==> config.mk <==
export PLATFORM = sky130hd
export DESIGN_NAME = sudoku_input_ctrl
export DESIGN_NICKNAME = d
export VERILOG_FILES = /design/src/rtl/sudoku_input_ctrl_pkg.sv /design/src/rtl/sudoku_input_ctrl_btn_repeat.sv /design/src/rtl/sudoku_input_ctrl.sv
export SDC_FILE = /design/constraint.sdc
export NUM_CORES = 1
export LEC_CHECK = 0
export ABC_AREA = 1
export BUFFER_PORTS_ARGS = -buffer_cell sky130_fd_sc_hd__buf_2
export CAP_MARGIN = 20
export CORE_MARGIN = 2
export CORE_UTILIZATION = 35
export DETAILED_ROUTE_END_ITERATION = 16
export GPL_TIMING_DRIVEN = 0
export HOLD_SLACK_MARGIN = 0.02
export PLACE_DENSITY_LB_ADDON = 0.12
export SETUP_SLACK_MARGIN = 0.05
export SYNTH_ARGS = -nofsm -noshare
export SYNTH_HDL_FRONTEND = slang
export SYNTH_SLANG_ARGS = --single-unit
==> constraint.sdc <==
create_clock -name clk -period 2.02 [get_ports clk]
set_clock_uncertainty 0.1 [all_clocks]
set_input_delay 0.303 -clock clk [delete_from_list [all_inputs] [get_ports clk]]
set_output_delay 0.303 -clock clk [all_outputs]
set_load 0.02 [all_outputs]
==> src/rtl/sudoku_input_ctrl_pkg.sv <==
// Shared constants, state/action encodings and cursor wrap helpers for the
// Sudoku input controller.
package sudoku_input_ctrl_pkg;

    localparam int GRID_N   = 9;
    localparam int GRID_MAX = GRID_N - 1;
    localparam int DIGIT_W  = 4;

    typedef enum logic {
        ST_IDLE,
        ST_WRITE
    } state_e;

    typedef enum logic [2:0] {
        ACT_NONE,
        ACT_UP,
        ACT_DOWN,
        ACT_LEFT,
        ACT_RIGHT,
        ACT_INC,
        ACT_CLR,
        ACT_GO
    } action_e;

    // Step a cursor coordinate forward, 8 -> 0.
    function automatic logic [DIGIT_W-1:0] wrap_inc(input logic [DIGIT_W-1:0] v);
        return (v >= DIGIT_W'(GRID_MAX)) ? '0 : v + DIGIT_W'(1);
    endfunction

    // Step a cursor coordinate backward, 0 -> 8.
    function automatic logic [DIGIT_W-1:0] wrap_dec(input logic [DIGIT_W-1:0] v);
        return (v == '0) ? DIGIT_W'(GRID_MAX) : v - DIGIT_W'(1);
    endfunction

endpackage

==> src/rtl/sudoku_input_ctrl_btn_repeat.sv <==
// Rising-edge detection plus hold-to-repeat for the five repeatable buttons.
// Bit order: 0 up, 1 down, 2 left, 3 right, 4 inc. Only the highest-priority
// held button (inc > up > down > left > right) is tracked for auto-repeat.
module sudoku_input_ctrl_btn_repeat #(
    parameter int REPEAT_DELAY = 25000000,
    parameter int REPEAT_RATE  = 5000000
) (
    input  logic       clk,
    input  logic       reset,
    input  logic [4:0] btn_i,
    output logic [4:0] pulse_o
);

    localparam int MAX_CNT = (REPEAT_DELAY > REPEAT_RATE) ? REPEAT_DELAY : REPEAT_RATE;
    localparam int CNT_W   = $clog2(MAX_CNT + 1);
    localparam logic [CNT_W-1:0] DELAY_END = CNT_W'(REPEAT_DELAY - 1);
    localparam logic [CNT_W-1:0] RATE_END  = CNT_W'(REPEAT_RATE - 1);
    localparam logic [CNT_W-1:0] CNT_SAT   = CNT_W'(MAX_CNT);

    logic [4:0]       prev_q;
    logic [4:0]       track_d, track_q;
    logic [CNT_W-1:0] cnt_d, cnt_q;
    logic             first_done_d, first_done_q;
    logic [4:0]       pulse_d, pulse_q;
    logic             restart, fire;

    // Select the tracked button and decide when the repeat counter fires.
    // NOTE: every always_comb output gets a default first so no path can
    // leave it unassigned and infer a latch.
    always_comb begin
        track_d = '0;
        if      (btn_i[4]) track_d = 5'b10000;
        else if (btn_i[0]) track_d = 5'b00001;
        else if (btn_i[1]) track_d = 5'b00010;
        else if (btn_i[2]) track_d = 5'b00100;
        else if (btn_i[3]) track_d = 5'b01000;

        restart = (track_d != track_q) || (track_d == '0);
        fire    = !restart && (cnt_q == (first_done_q ? RATE_END : DELAY_END));

        cnt_d        = cnt_q;
        first_done_d = first_done_q;
        if (restart || fire) begin
            cnt_d = '0;
        end else if (cnt_q != CNT_SAT) begin
            cnt_d = cnt_q + CNT_W'(1);
        end
        if (restart)   first_done_d = 1'b0;
        else if (fire) first_done_d = 1'b1;

        pulse_d = (btn_i & ~prev_q) | (fire ? track_q : 5'b00000);
    end

    // Button history, tracking state, repeat counter and registered pulses.
    // NOTE: history resets to 1 so a button held through reset release is
    // not seen as a fresh press; state is updated with non-blocking
    // assignments so every register samples pre-edge values.
    always_ff @(posedge clk or posedge reset) begin
        if (reset) begin
            prev_q       <= '1;
            track_q      <= '0;
            cnt_q        <= '0;
            first_done_q <= 1'b0;
            pulse_q      <= '0;
        end else begin
            prev_q       <= btn_i;
            track_q      <= track_d;
            cnt_q        <= cnt_d;
            first_done_q <= first_done_d;
            pulse_q      <= pulse_d;
        end
    end

    assign pulse_o = pulse_q;

endmodule

==> src/rtl/sudoku_input_ctrl.sv <==
// Turns debounced button levels into cursor moves, single-cell grid writes
// over a valid/ready handshake, and one-cycle solve requests.
module sudoku_input_ctrl
    import sudoku_input_ctrl_pkg::*;
#(
    parameter int REPEAT_DELAY = 25000000,
    parameter int REPEAT_RATE  = 5000000
) (
    input  logic               clk,
    input  logic               reset,
    input  logic               btn_up,
    input  logic               btn_down,
    input  logic               btn_left,
    input  logic               btn_right,
    input  logic               btn_inc,
    input  logic               btn_clr,
    input  logic               btn_go,
    input  logic               edit_en,
    input  logic [DIGIT_W-1:0] cell_digit,
    output logic [DIGIT_W-1:0] cur_row,
    output logic [DIGIT_W-1:0] cur_col,
    output logic               wr_valid,
    output logic [DIGIT_W-1:0] wr_row,
    output logic [DIGIT_W-1:0] wr_col,
    output logic [DIGIT_W-1:0] wr_digit,
    input  logic               wr_ready,
    output logic               solve_start
);

    logic [4:0]         rep_pulse;
    logic [1:0]         cg_prev_q;
    logic               clr_ev_q, go_ev_q;
    action_e            action;
    logic [DIGIT_W-1:0] inc_digit;

    state_e             state_q;
    logic [DIGIT_W-1:0] cur_row_q, cur_col_q;
    logic               wr_valid_q, solve_start_q;
    logic [DIGIT_W-1:0] wr_row_q, wr_col_q, wr_digit_q;

    sudoku_input_ctrl_btn_repeat #(
        .REPEAT_DELAY (REPEAT_DELAY),
        .REPEAT_RATE  (REPEAT_RATE)
    ) u_btn_repeat (
        .clk     (clk),
        .reset   (reset),
        .btn_i   ({btn_inc, btn_right, btn_left, btn_down, btn_up}),
        .pulse_o (rep_pulse)
    );

    // Edge-only detection for clear and go; neither auto-repeats.
    always_ff @(posedge clk or posedge reset) begin
        if (reset) begin
            cg_prev_q <= '1;
            clr_ev_q  <= 1'b0;
            go_ev_q   <= 1'b0;
        end else begin
            cg_prev_q <= {btn_go, btn_clr};
            clr_ev_q  <= btn_clr & ~cg_prev_q[0];
            go_ev_q   <= btn_go  & ~cg_prev_q[1];
        end
    end

    // Pick the single winning action this cycle and the digit an inc would write.
    always_comb begin
        action = ACT_NONE;
        if      (clr_ev_q)     action = ACT_CLR;
        else if (go_ev_q)      action = ACT_GO;
        else if (rep_pulse[4]) action = ACT_INC;
        else if (rep_pulse[0]) action = ACT_UP;
        else if (rep_pulse[1]) action = ACT_DOWN;
        else if (rep_pulse[2]) action = ACT_LEFT;
        else if (rep_pulse[3]) action = ACT_RIGHT;

        inc_digit = (cell_digit >= DIGIT_W'(9)) ? '0 : cell_digit + DIGIT_W'(1);
    end

    // Editing FSM: cursor moves, write launch/handshake and solve pulse.
    always_ff @(posedge clk or posedge reset) begin
        if (reset) begin
            state_q       <= ST_IDLE;
            cur_row_q     <= '0;
            cur_col_q     <= '0;
            wr_valid_q    <= 1'b0;
            wr_row_q      <= '0;
            wr_col_q      <= '0;
            wr_digit_q    <= '0;
            solve_start_q <= 1'b0;
        end else begin
            solve_start_q <= 1'b0;
            case (state_q)
                ST_IDLE: begin
                    if (edit_en) begin
                        case (action)
                            ACT_UP:    cur_row_q <= wrap_dec(cur_row_q);
                            ACT_DOWN:  cur_row_q <= wrap_inc(cur_row_q);
                            ACT_LEFT:  cur_col_q <= wrap_dec(cur_col_q);
                            ACT_RIGHT: cur_col_q <= wrap_inc(cur_col_q);
                            ACT_GO:    solve_start_q <= 1'b1;
                            ACT_INC, ACT_CLR: begin
                                wr_row_q   <= cur_row_q;
                                wr_col_q   <= cur_col_q;
                                wr_digit_q <= (action == ACT_INC) ? inc_digit : '0;
                                wr_valid_q <= 1'b1;
                                state_q    <= ST_WRITE;
                            end
                            default: ;
                        endcase
                    end
                end
                ST_WRITE: begin
                    if (wr_ready) begin
                        wr_valid_q <= 1'b0;
                        state_q    <= ST_IDLE;
                    end
                end
                default: state_q <= ST_IDLE;
            endcase
        end
    end

    assign cur_row     = cur_row_q;
    assign cur_col     = cur_col_q;
    assign wr_valid    = wr_valid_q;
    assign wr_row      = wr_row_q;
    assign wr_col      = wr_col_q;
    assign wr_digit    = wr_digit_q;
    assign solve_start = solve_start_q;

endmodule

# Yosys cells after proc, flatten, opt, wreduce, memory -nomap -nowiden
# Index checks and enable logic that the tools add are counted.
op_classes:
  n_reduce_logical: 16
  order_cmp: 3
  n_eq_ne: 13
  addsub: 6
  n_bitwise: 8
  muxes: 37
op_table:
  columns: ["cell", "n"]
  rows:
  - ["2-to-1 mux 25 bit", 3]
  - ["2-to-1 mux 4 bit", 7]
  - ["adder 25 x 1 -> 25 bit (second input constant)", 1]
  - ["== test 25 bit", 1]
  - ["2-to-1 mux 5 bit", 5]
  - ["inequality test 25 bit (second input constant)", 1]
  - ["2-to-1 mux 3 bit", 7]
  - ["one-hot mux 4 bit (2 select lines)", 2]
  - ["adder 4 x 1 -> 4 bit (second input constant)", 3]
  - ["== test 3 bit (second input constant)", 4]
  - ["greater-or-equal comparator 4 bit (second input constant)", 3]
  - ["AND reduction 3 bit", 4]
  - ["2-to-1 mux 1 bit", 11]
  - ["zero test 4 bit", 2]
  - ["nonzero test 2 bit", 4]
  - ["subtractor 4 x 1 -> 4 bit (second input constant)", 2]
  - ["== test 3 x 2 -> 1 bit (second input constant)", 2]
  - ["bitwise AND 5 bit", 1]
  - ["zero test 5 bit", 1]
  - ["inequality test 5 bit", 1]
  - ["inverter 5 bit", 1]
  - ["OR 5 bit", 1]
  - ["inequality test 2 bit (second input constant)", 2]
  - ["one-hot mux 1 bit (2 select lines)", 2]
  - ["8 further kinds", 12]
totals:
  out_inout_bits: 22
  input_bits: 15
  register_bits: 68
  elab_cells: 99

# Logic depth before layout (Yosys ltp)
# Gate-level depths: netlist (run 1).
logic_depth:
  ltp_word: 12
  ltp_mapped: 11
  depth_no_buf: 11

# Modules after synthesis
# Synthesis (run 1) repeated with hierarchy kept, for this count alone.
unflattened:
  hier_cells: 541
  hier_area_um2: 3930.0
modules_own_cells:
  columns: ["module", "n_inst", "area_each_um2", "seq_area_each_um2", "cells_each"]
  rows:
  - ["sudoku_input_ctrl_btn_repeat", 1, 2269.7, 1032.2, 313]
  - ["sudoku_input_ctrl", 1, 1660.3, 678.2, 228]

# Worst setup path before layout (run 1)
# No wires, ideal clock.
synth_timing:
  path_type: "register -> register"
  from: "reg u_btn_repeat.cnt_q[0]"
  to: "reg u_btn_repeat.cnt_q[14]"
  t_arrival_ps: 1436
  n_path_buf: 1
  synth_period_minus_slack_ps: 1656
  t_required_ps: 1800
  setup_ps: 120
  path_slack_ps: 364
  path_stages_with_launch: 10
  path_cell_list: "dfrtp_1 > ha_1 > nand3_2 > nor2_4 > nand2_1 > nor2_1 > nand2_2 > nand4_4 > buf_6 > nor2_1"
synth_via:
  elab_chain_cells: 4
  elab_cells_between_ends: 8
  cone_classes: "add/sub: 1; eq/ne: 2; mux: 2; reduce/logical: 3"
synth_lines:
  columns: ["element", "line", "text"]
  rows:
  - ["start, declared", "sudoku_input_ctrl_btn_repeat.sv:22", "logic [CNT_W-1:0] cnt_d, cnt_q;"]
  - ["start signal, assigned", "sudoku_input_ctrl_btn_repeat.sv:68", "cnt_q <= cnt_d;"]
  - ["parallel branches: the longest is 4 deep, another holds adder 25 x 1 -> 25 bit", null, null]
# Parallel ways; which one is timed is not known. The select of a mux whose other input is x is not followed.
# A chain may end at the register's enable or synchronous reset.

# Final worst setup path (run 1)
# Same ends and word-level chain as after synthesis.

==> results.cfg, run 1 <==
[cells_and_area]
n_antenna_cell = 0
final_util = 0.4257
area_growth_syn_to_layout_pct = 19.95
final_common_cell = nand2_1
fillers = 1165
nets = 603
drive_gt1_frac = 0.1627
layout_common_cells = nand2_1, nor2_1, inv_1

[cts]
htree_num_levels = 3
cts_tree = built
cts.clk_slew.worst_paths_ns = 0.07
cts_buffer_depth = 2
root_buffer = clkbuf_8
clock-sinks = 68
cts_buffers = 9
insertion_delay_ns = 0.36

[hold_path]
hp-class = input port to register
whs_path_depth = 2

[setup_path]
cp-end-kind = register
worstPathCellList = ha_4 > nand3_2 > nor2_4 > nand2_1 > nor2_2 > nand2_2 > nand4_4 > buf_6 > nor2_1
ff2ff_path_depth = 9
arrival_ns = 2.00
crit_buf_inv = 1
slowest_stage = dfrtp_2
r2r_slack_ns = 0.16
start_kind = register
required_ns = 2.17
critPathKind = register to register
crit_fanout = 10
crit_family = simple AND/OR/NAND/NOR gates
crit_path_max_incr_delay_ns = 0.39
critical_path_depth = 9

[synthesis]
synth_fp_nets = 541
synthXorXnorAreaFrac = 0.04364
syn_inst = 517
synth_compound_area_frac = 0.03937
ys_ff_latch = 68
netlist_area_um2 = 3814
muxShareOfSynthArea = 0
synth_cell_types = 28
synth_adder_area_share = 0.02953
synth_top_family_by_area = simple AND/OR/NAND/NOR gates
yosys_warnings = 0
ys_seq_area_frac = 0.4485
syn_avg_cell_area_um2 = 7.377
yosys.area_share.simple = 0.3504

[drt]
routed_wl_um = 8368
vias_per_cell = 4.555
post-route-drc-count = 0
vias = 3298
drtIter0Drc = 129
dr.pass1.iters = 4
ant_nets = 0
wire_per_inst_um = 11.56

[pwr]
power_leakage_nw = 2.271
ir_worst_vdd_v = 0.0004934
cellPowerDensity_nw_per_um2 = 953.3

[sta]
report.final.slew_viol_count = 0
tightest_slew_ns = 0.7977
max_freq_mhz = 539.1
finalCriticalPeriod_ns = 1.855
slew_headroom = 0.4671
rsz0062_at_grt = no
hold_violations = 0
setup_viol = 0
hold_ws_ns = 0.04422
post-route-period-util = 0.9183
worst_slack_ns = 0.1650

[floorplan]
dieArea_um2 = 11750
coreArea_um2 = 10750
rows = 38
ios = 37
die_h_um = 108.4
die_w_um = 108.4
start_util = 0.3549

[global_route]
grt_pass1_vias = 3112
grt_use_total = 0.1538
grt_pass1_wl_um = 14130
grt_max_degree = 36
antenna_found_initial = 0
grt_overflow_total = 0

[run]
maxCapViolations = 0

[place]
place_ws_ns = -0.01355
io_buffers = 36
post-dp-hpwl_um = 6153
gp_congestion = 0.8224

[status]
outcome = completed
[synth_stat cells (all sizes together)]
cell type,number,area share
nand4,10,0.020
nand3,35,0.052
or2,2,0.0033
ha,9,0.030
dfstp,7,0.048
a21oi,4,0.0052
nor2,90,0.097
xor2,13,0.030
nor3,11,0.014
o21bai,1,0.0020
inv,77,0.076
nor3b,1,0.0020
nand2,160,0.16
buf,4,0.012
a21boi,1,0.0020
xnor2,6,0.014
dfrtp,61,0.40
clkbuf,1,0.00098
o21ai,23,0.030
nand3b,1,0.0020
[layout make-up]
type                       count  area [µm²]  share of cell area
clock inverter                 5       75.07             0.01641
tap                          140       175.2             0.03829
inverter                      77       292.8             0.06400
clock buffer                  11       141.4             0.03091
multi-input combinational    367        1803              0.3941
timing repair buffer          51       325.3             0.07112
buffer                         5       48.80             0.01067
sequential                    68        1713              0.3745
[routing by layer]
| layer | track usage | share of wire |
|---|---|---|
| met1 | 0.2014 | 0.50 |
| met2 | 0.2444 | 0.45 |
| met3 | 0.02652 | 0.036 |
| met4 | 0.07875 | 0.015 |
| met5 | 0 | 0 |
[cells by family (layout without fill, tap and decap cells)]
group / after synthesis / count (layout)
buf+inv: 82 / 149
fa+ha+maj: 9 / 9
compound gates: 29 / 29
simple gates: 310 / 310
flops: 68 / 68
xor+xnor: 19 / 19
[power by group]
group	switching [mW]	internal [mW]
Clock	0.530	0.723
Sequential	0.204	1.56
Combinational	0.855	0.486
[per-stage QoR]
stage / total power [mW] / instances / area [µm²] / TNS, ns
4_1_cts: 4.397 / 718 / 4502 / 0
5_1_grt: 4.687 / 724 / 4574 / 0
3_3_place_gp: 3.088 / 693 / 4173 / -0.04181
6_report: 4.361 / 724 / 4574 / 0
2_1_floorplan: 2.696 / 517 / 3817 / 0
3_5_place_dp: 3.111 / 694 / 4193 / -0.03928
[path summary, 6_finish.rpt]
check / start / end
min: wr_ready / state_q
min in group asynchronous: reset / wr_col[0]
max reg2reg: u_btn_repeat.cnt_q[0] / u_btn_repeat.cnt_q[14]
max in group asynchronous: reset / cg_prev_q[1]
max: u_btn_repeat.cnt_q[0] / u_btn_repeat.cnt_q[14]
min reg2reg: wr_col[0] / wr_col[0]
[repair_timing]
| item | CTS | global route |
|---|---|---|
| buffers inserted | 0 | 6 |
| gates resized for setup | 2 | 9 |
| hold endpoints to repair | 40 | 0 |
| pin swaps | 0 | 3 |
| hold buffers | 8 | 0 |
| endpoints found under the setup margin | 25 | 27 |
[state kept, by name, indices dropped and copies added (netlist names), 2 cells and up]
| signal | count |
|---|---|
| u_btn_repeat.prev_q | 5 |
| wr_row | 4 |
| u_btn_repeat.track_q | 5 |
| cur_col | 4 |
| cur_row | 4 |
| wr_digit | 4 |
| wr_col | 4 |
| u_btn_repeat.cnt_q | 25 |
| cg_prev_q | 2 |
| u_btn_repeat.pulse_o | 5 |
No activity file was read; power rests on OpenSTA's default activity.
==> run 2, diff against run 1 <==
Settings changed: CORE_UTILIZATION 35 to 54, REMOVE_ABC_BUFFERS set to 1, SLEW_MARGIN set to 20.
==> run 2 against run 1 <==
Sequential share of layout area up 0.40 points. Count of clock-buffer cells in the layout rose by 1. Total power is 0.38% higher. Cell area shrank 1.2%. Utilization is 24 points higher. First-iteration DRC count is 37% higher. Die area shrank 34%. Worst setup slack got worse by 0.023 ns. Critical path depth is 1 lower. Largest power group unchanged. Non-clock buffer count is 7 lower. Sequential power barely moved. Register-to-register slack worse by 0.02 ns.
==> results.cfg, run 2 (synthesis results as in run 1) <==
[pwr]
pwr-share-seq = 0.402
clkPwrFrac = 0.290
switching_share = 0.3593
comb_power_share = 0.308
total_power_mw = 4.377
cellPowerDensity_nw_per_um2 = 968.6
ir_worst_vdd_v = 0.0004442
p_int_mw = 2.805
power_switching_mw = 1.573
power_leakage_nw = 2.279

[setup_path]
r2r_start = u_btn_repeat.cnt_q[1]
crit_path_max_incr_delay_ns = 0.41
arrival_ns = 2.02
cp-end-kind = register
crit_buf_inv = 0
critPathKind = register to register
slowest_stage = dfrtp_1
crit_family = simple AND/OR/NAND/NOR gates
ff2ff_path_depth = 8
r2r_slack_ns = 0.14
required_ns = 2.16
crit_fanout = 12
worstPathCellList = ha_2 > nand3_2 > nor2_4 > nand2_1 > nor2_2 > nand2_4 > nand4_4 > nor2_1
start_kind = register
r2r-end = u_btn_repeat.cnt_q[1]

[hold_path]
hp-class = input port to register
whs_endpoint = u_btn_repeat.prev_q[4]
min-delay-start = btn_inc
whs_path_depth = 1

[global_route]
grt_overflow_total = 0
grt_max_degree = 54
antenna_found_initial = 0
grt_pass1_wl_um = 13100
grt_use_total = 0.2159
grt_pass1_vias = 3060

[sta]
hold_violations = 0
post-route-period-util = 0.9296
setup_viol = 0
worst_slack_ns = 0.1421
slew_headroom = 0.7472
tightest_slew_ns = 0.3788
finalCriticalPeriod_ns = 1.878
max_freq_mhz = 532.5
rsz0062_at_grt = yes
tns_ns = 0
report.final.slew_viol_count = 0

[floorplan]
ios = 37
dieArea_um2 = 7750
rows = 30
die_h_um = 88.04
coreArea_um2 = 6832
start_util = 0.5582
die_w_um = 88.04

[cts]
cts_buffer_depth = 2
cts_buffers = 9
root_buffer = clkbuf_8
clock-sinks = 68
insertion_delay_ns = 0.35
cts.clk_slew.worst_paths_ns = 0.07
htree_num_levels = 3
cts_tree = built

[cells_and_area]
area_growth_syn_to_layout_pct = 18.50
n_antenna_cell = 0
final_common_cell = nand2_1
seqCellArea_um2 = 1710
top_register = u_btn_repeat.cnt_q
final_cells = 675
multi_input_area_um2 = 1842
layout_common_cells = nand2_1, nor2_1, inv_1
nets = 598
largest_reg_flops = 25
drive_gt1_frac = 0.1572
fillers = 605

[place]
gp_congestion = 0.8758
placed_cells = 645
post-dp-hpwl_um = 5505
io_buffers = 36
place_ws_ns = 0.05460

[status]
outcome = completed

[drt]
vias = 3314
wire_per_inst_um = 11.85
ant_nets = 0
drtIter0Drc = 177
post-route-drc-count = 0
routed_wl_um = 8001
dr.pass1.iters = 5
vias_per_cell = 4.910

[run]
maxCapViolations = 0
-- run 2: cell count changes in the layout (fill, tap and decap cells not counted), sizes merged --
cell	change
dlygate4sd3	-1
clkinv	-2
buf	-5
nand4	+2
inv	+1
-- run 2: worst max path at each step --
stage	end	slack, ns	start	cells after the start
after global placement	u_btn_repeat.cnt_q[18]	-0.90	reset	2
final	u_btn_repeat.cnt_q[1]	0.14	u_btn_repeat.cnt_q[1]	8
after CTS	u_btn_repeat.cnt_q[4]	0.02	u_btn_repeat.cnt_q[1]	8
after detailed placement	u_btn_repeat.cnt_q[20]	0.05	u_btn_repeat.cnt_q[1]	8
after floorplan	clr_ev_q	-0.08	reset	1
after global routing	wr_digit[3]	0.02	u_btn_repeat.pulse_o[4]	9
-- run 2: power groups by stage --
| stage | Combinational (mW) | Sequential, mW | Clock (mW) |
|---|---|---|---|
| finish | 1.35 | 1.76 | 1.27 |
| CTS | 1.31 | 1.76 | 1.30 |
| floorplan | 0.712 | 1.97 | 0 |
| global placement | 1.25 | 1.77 | 0 |
| detailed placement | 1.29 | 1.78 | 0 |
| global route | 1.53 | 1.79 | 1.35 |
-- run 2: through the flow --
stage | instance area, µm² | hold slack, ns | utilization
after floorplan | 3765 | 0.2075 | -
after global placement | 4065 | 0.3185 | 0.5951
after detailed placement | 4095 | 0.1554 | 0.5995
final | 4519 | 0.03259 | 0.6615
after global routing | 4519 | 0.03165 | 0.6615
after CTS | 4393 | 0.02545 | 0.6430
-- run 2: cell type report --
class	count	share of cell area
Clock buffer	12	0.03433
Clock inverter	4	0.01606
Inverter	77	0.06451
Multi-Input combinational cell	369	0.4075
Sequential cell	68	0.3785
Tap cell	96	0.02658
Timing Repair Buffer	49	0.07254
-- run 2: worst reg2reg max path, delay by kind of cell, from the launching register on --
family / cells / cell delay [ns]
and+or+nand+nor: 7 / 1.01
adders and majority gates: 1 / 0.25
DFF: 1 / 0.41
-- run 2: timing repair --
action,4_1_cts,5_1_grt
endpoints found under the setup margin,23,39
resized for setup,0,12
pin swaps,0,4
setup buffers,0,5
hold endpoints to repair,21,0
hold buffers,7,0
gates cloned,0,2
-- run 2: layer usage --
metal | vias up | track usage | wire (µm)
li1 | 1714 | - | -
met5 | - | 0 | 0
met2 | 72 | 0.3740 | 4012
met1 | 1518 | 0.2649 | 3508
met3 | 10 | 0.03582 | 373
met4 | 0 | 0.09642 | 106
==> run 3, diff against run 2 <==
Settings changed: ABC_AREA 1 to unset, CORE_UTILIZATION 54 to 53, SETUP_SLACK_MARGIN 0.05 to unset.
==> run 3 against run 2 <==
The run now ends with negative setup slack left. Fmax is 8.9% lower. Register-to-register slack lost 0.18 ns. Sequential power fell by 3%. Die area down 5.9%. Clock power fell by 13%. Global-route usage decreased by 0.55 points. Non-clock buffer count up 10. Cell area is 4.4% lower. Wire length is 11% lower. Sequential cell count unchanged. Utilization grew 1.5 points. Largest power group unchanged. Highest routed layer unchanged.
==> results.cfg, run 3 <==
[global_route]
grt_pass1_wl_um = 12150
antenna_found_initial = 0
grt_overflow_total = 0
grt_max_degree = 49
grt_use_total = 0.2104
grt_pass1_vias = 2593

[place]
placed_cells = 453
io_buffers = 36
post_dp_cell_area_um2 = 3774
post-dp-hpwl_um = 4470
gp_congestion = 0.7932
place_ws_ns = -0.5311

[cells_and_area]
n_antenna_cell = 0
final_cells = 493
final_common_cell = dfrtp_1
drive_gt1_frac = 0.3173
nets = 435
area_growth_syn_to_layout_pct = 23.01
fillers = 506
largest_reg_flops = 25
layout_common_cells = dfrtp_1, nand2_1, buf_2
top_register = u_btn_repeat.cnt_q
stdcell_area_um2 = 4322

[synthesis]
synthTopCellsByArea = dfrtp_1, dfstp_2, nand2_1
syn_avg_cell_area_um2 = 10.10
synth_cell_types = 60
synth_common_cells = dfrtp_1, nand2_1, inv_1
yosys.area.top_type_share = 0.4345
ys.flop_type = dfrtp_1
synth-edff-count = 0
yosysTopAreaCell = dfrtp_1
syn_inst = 348
yosysMostFrequentCell = dfrtp_1
netlist_area_um2 = 3513
ys_ff_latch = 68
async_flop_share = 1.000
yosys_warnings = 0
ys_seq_area_frac = 0.4868

[pwr]
comb_power_share = 0.256
clkPwrFrac = 0.294
ir_worst_vdd_v = 0.0007066
p_int_mw = 2.473
total_power_mw = 3.791
switching_share = 0.3478
pwr-share-seq = 0.451
cellPowerDensity_nw_per_um2 = 877.3
power_switching_mw = 1.319
power_leakage_nw = 1.862

[setup_path]
start_kind = register
required_ns = 2.15
critPathKind = register to register
arrival_ns = 2.20
crit_fanout = 4
cp-end-kind = register

[hold_path]
hp-class = input port to register

[cts]
cts_buffers = 9
cts_tree = built
htree_num_levels = 3
insertion_delay_ns = 0.34
root_buffer = clkbuf_8
cts.clk_slew.worst_paths_ns = 0.08
cts_buffer_depth = 2
clock-sinks = 68

[floorplan]
rows = 29
die_w_um = 85.42
ios = 37
start_util = 0.5502
coreArea_um2 = 6386
die_h_um = 85.42
dieArea_um2 = 7297

[drt]
drtIter0Drc = 103
post-route-drc-count = 0
ant_nets = 0
wire_per_inst_um = 14.38
vias = 2758
routed_wl_um = 7087
vias_per_cell = 5.594
dr.pass1.iters = 4

[sta]
finalCriticalPeriod_ns = 2.061
setup_viol = 13
rsz0062_at_grt = yes
worst_slack_ns = -0.04101
max_freq_mhz = 485.2
slew_headroom = 0.4358
report.final.slew_viol_count = 0
hold_violations = 0
tightest_slew_ns = 0.8403
post-route-period-util = 1.020

[status]
outcome = complete, but fails checks
violations = negative setup slack

[run]
maxCapViolations = 0
run 3: cell count changes after synthesis, sizes merged, moves of 5 or more:
cell    delta
a32o       +5
nor3       -5
inv       -52
nand2    -117
nor4       +7
nor2      -47
clkbuf     +5
nand3     -24
and3       +5
run 3: cells by family after synthesis:
kind of cell,share of synthesized area
buffers and inverters,0.04095
multiplexers,0.01211
AND/OR/NAND/NOR,0.2607
AO/OA/AOI/OAI,0.1026
adder cells (fa/ha/maj),0.03205
XOR/XNOR,0.06481
flip-flops,0.4868
run 3: timing repair:
action,4_1_cts,5_1_grt
hold buffers,7,0
pin swaps,10,11
gates resized for setup,10,16
cloned,2,0
endpoints found under the hold margin,26,0
endpoints found under the setup margin,27,34
setup buffers,7,8
run 3: final timing paths:
check | start | end | slack [ns] | cells after the start
setup reg to reg | u_btn_repeat.cnt_q[15] | u_btn_repeat.cnt_q[5] | -0.04 | 6
max in group asynchronous | reset | u_btn_repeat.prev_q[1] | 0.89 | 4
min in group asynchronous | reset | cur_col[3] | 0.35 | 3
hold reg to reg | wr_row[3] | wr_row[3] | 0.37 | 2
hold / removal | btn_inc | u_btn_repeat.prev_q[4] | 0.04 | 1
setup / recovery | u_btn_repeat.cnt_q[15] | u_btn_repeat.cnt_q[5] | -0.04 | 6
run 3: power groups by stage:
| stage | logic, mW | clock network [mW] | registers [mW] |
|---|---|---|---|
| 6_report | 0.970 | 1.11 | 1.71 |
| 5_1_grt | 1.09 | 1.21 | 1.74 |
| 4_1_cts | 0.948 | 1.15 | 1.70 |
| 3_5_place_dp | 0.900 | 0 | 1.73 |
| 3_3_place_gp | 0.870 | 0 | 1.72 |
| 2_1_floorplan | 0.442 | 0 | 1.88 |
run 3: through the flow:
step,util,hold slack (ns),TNS [ns]
2_1_floorplan,-,0.2075,-6.003
3_3_place_gp,0.5856,0.3177,-73.54
3_5_place_dp,0.5909,0.1811,-11.11
4_1_cts,0.6569,0.02245,-0.7210
5_1_grt,0.6767,0.02608,-2.144
6_report,0.6767,0.03764,-0.4338
run 3: critical path: stages (launching register included):
cell and delay (ns):
dfrtp_1 0.39, or4b_4 0.55, nor4_4 0.26, o2111ai_4 0.26, nand4_4 0.20, buf_6 0.14
nor2_2 0.04
run 3: layout make-up:
cell class | count | area, µm² | area share
multi-input cells | 248 | 1815 | 0.4201
well taps | 77 | 96.34 | 0.02229
repair buffers | 59 | 401.6 | 0.09294
clock buffers | 9 | 123.9 | 0.02866
inverters | 25 | 96.34 | 0.02229
flip-flops and latches | 68 | 1712 | 0.3961
clock inverters | 7 | 76.32 | 0.01766
run 3: per-layer routing:
metal	global-route usage	wire, µm	vias up
met2	0.3239	3327	52
met5	0	0	-
met1	0.2896	3377	1342
met4	0.1039	166	0
met3	0.03502	216	16
li1	-	-	1348
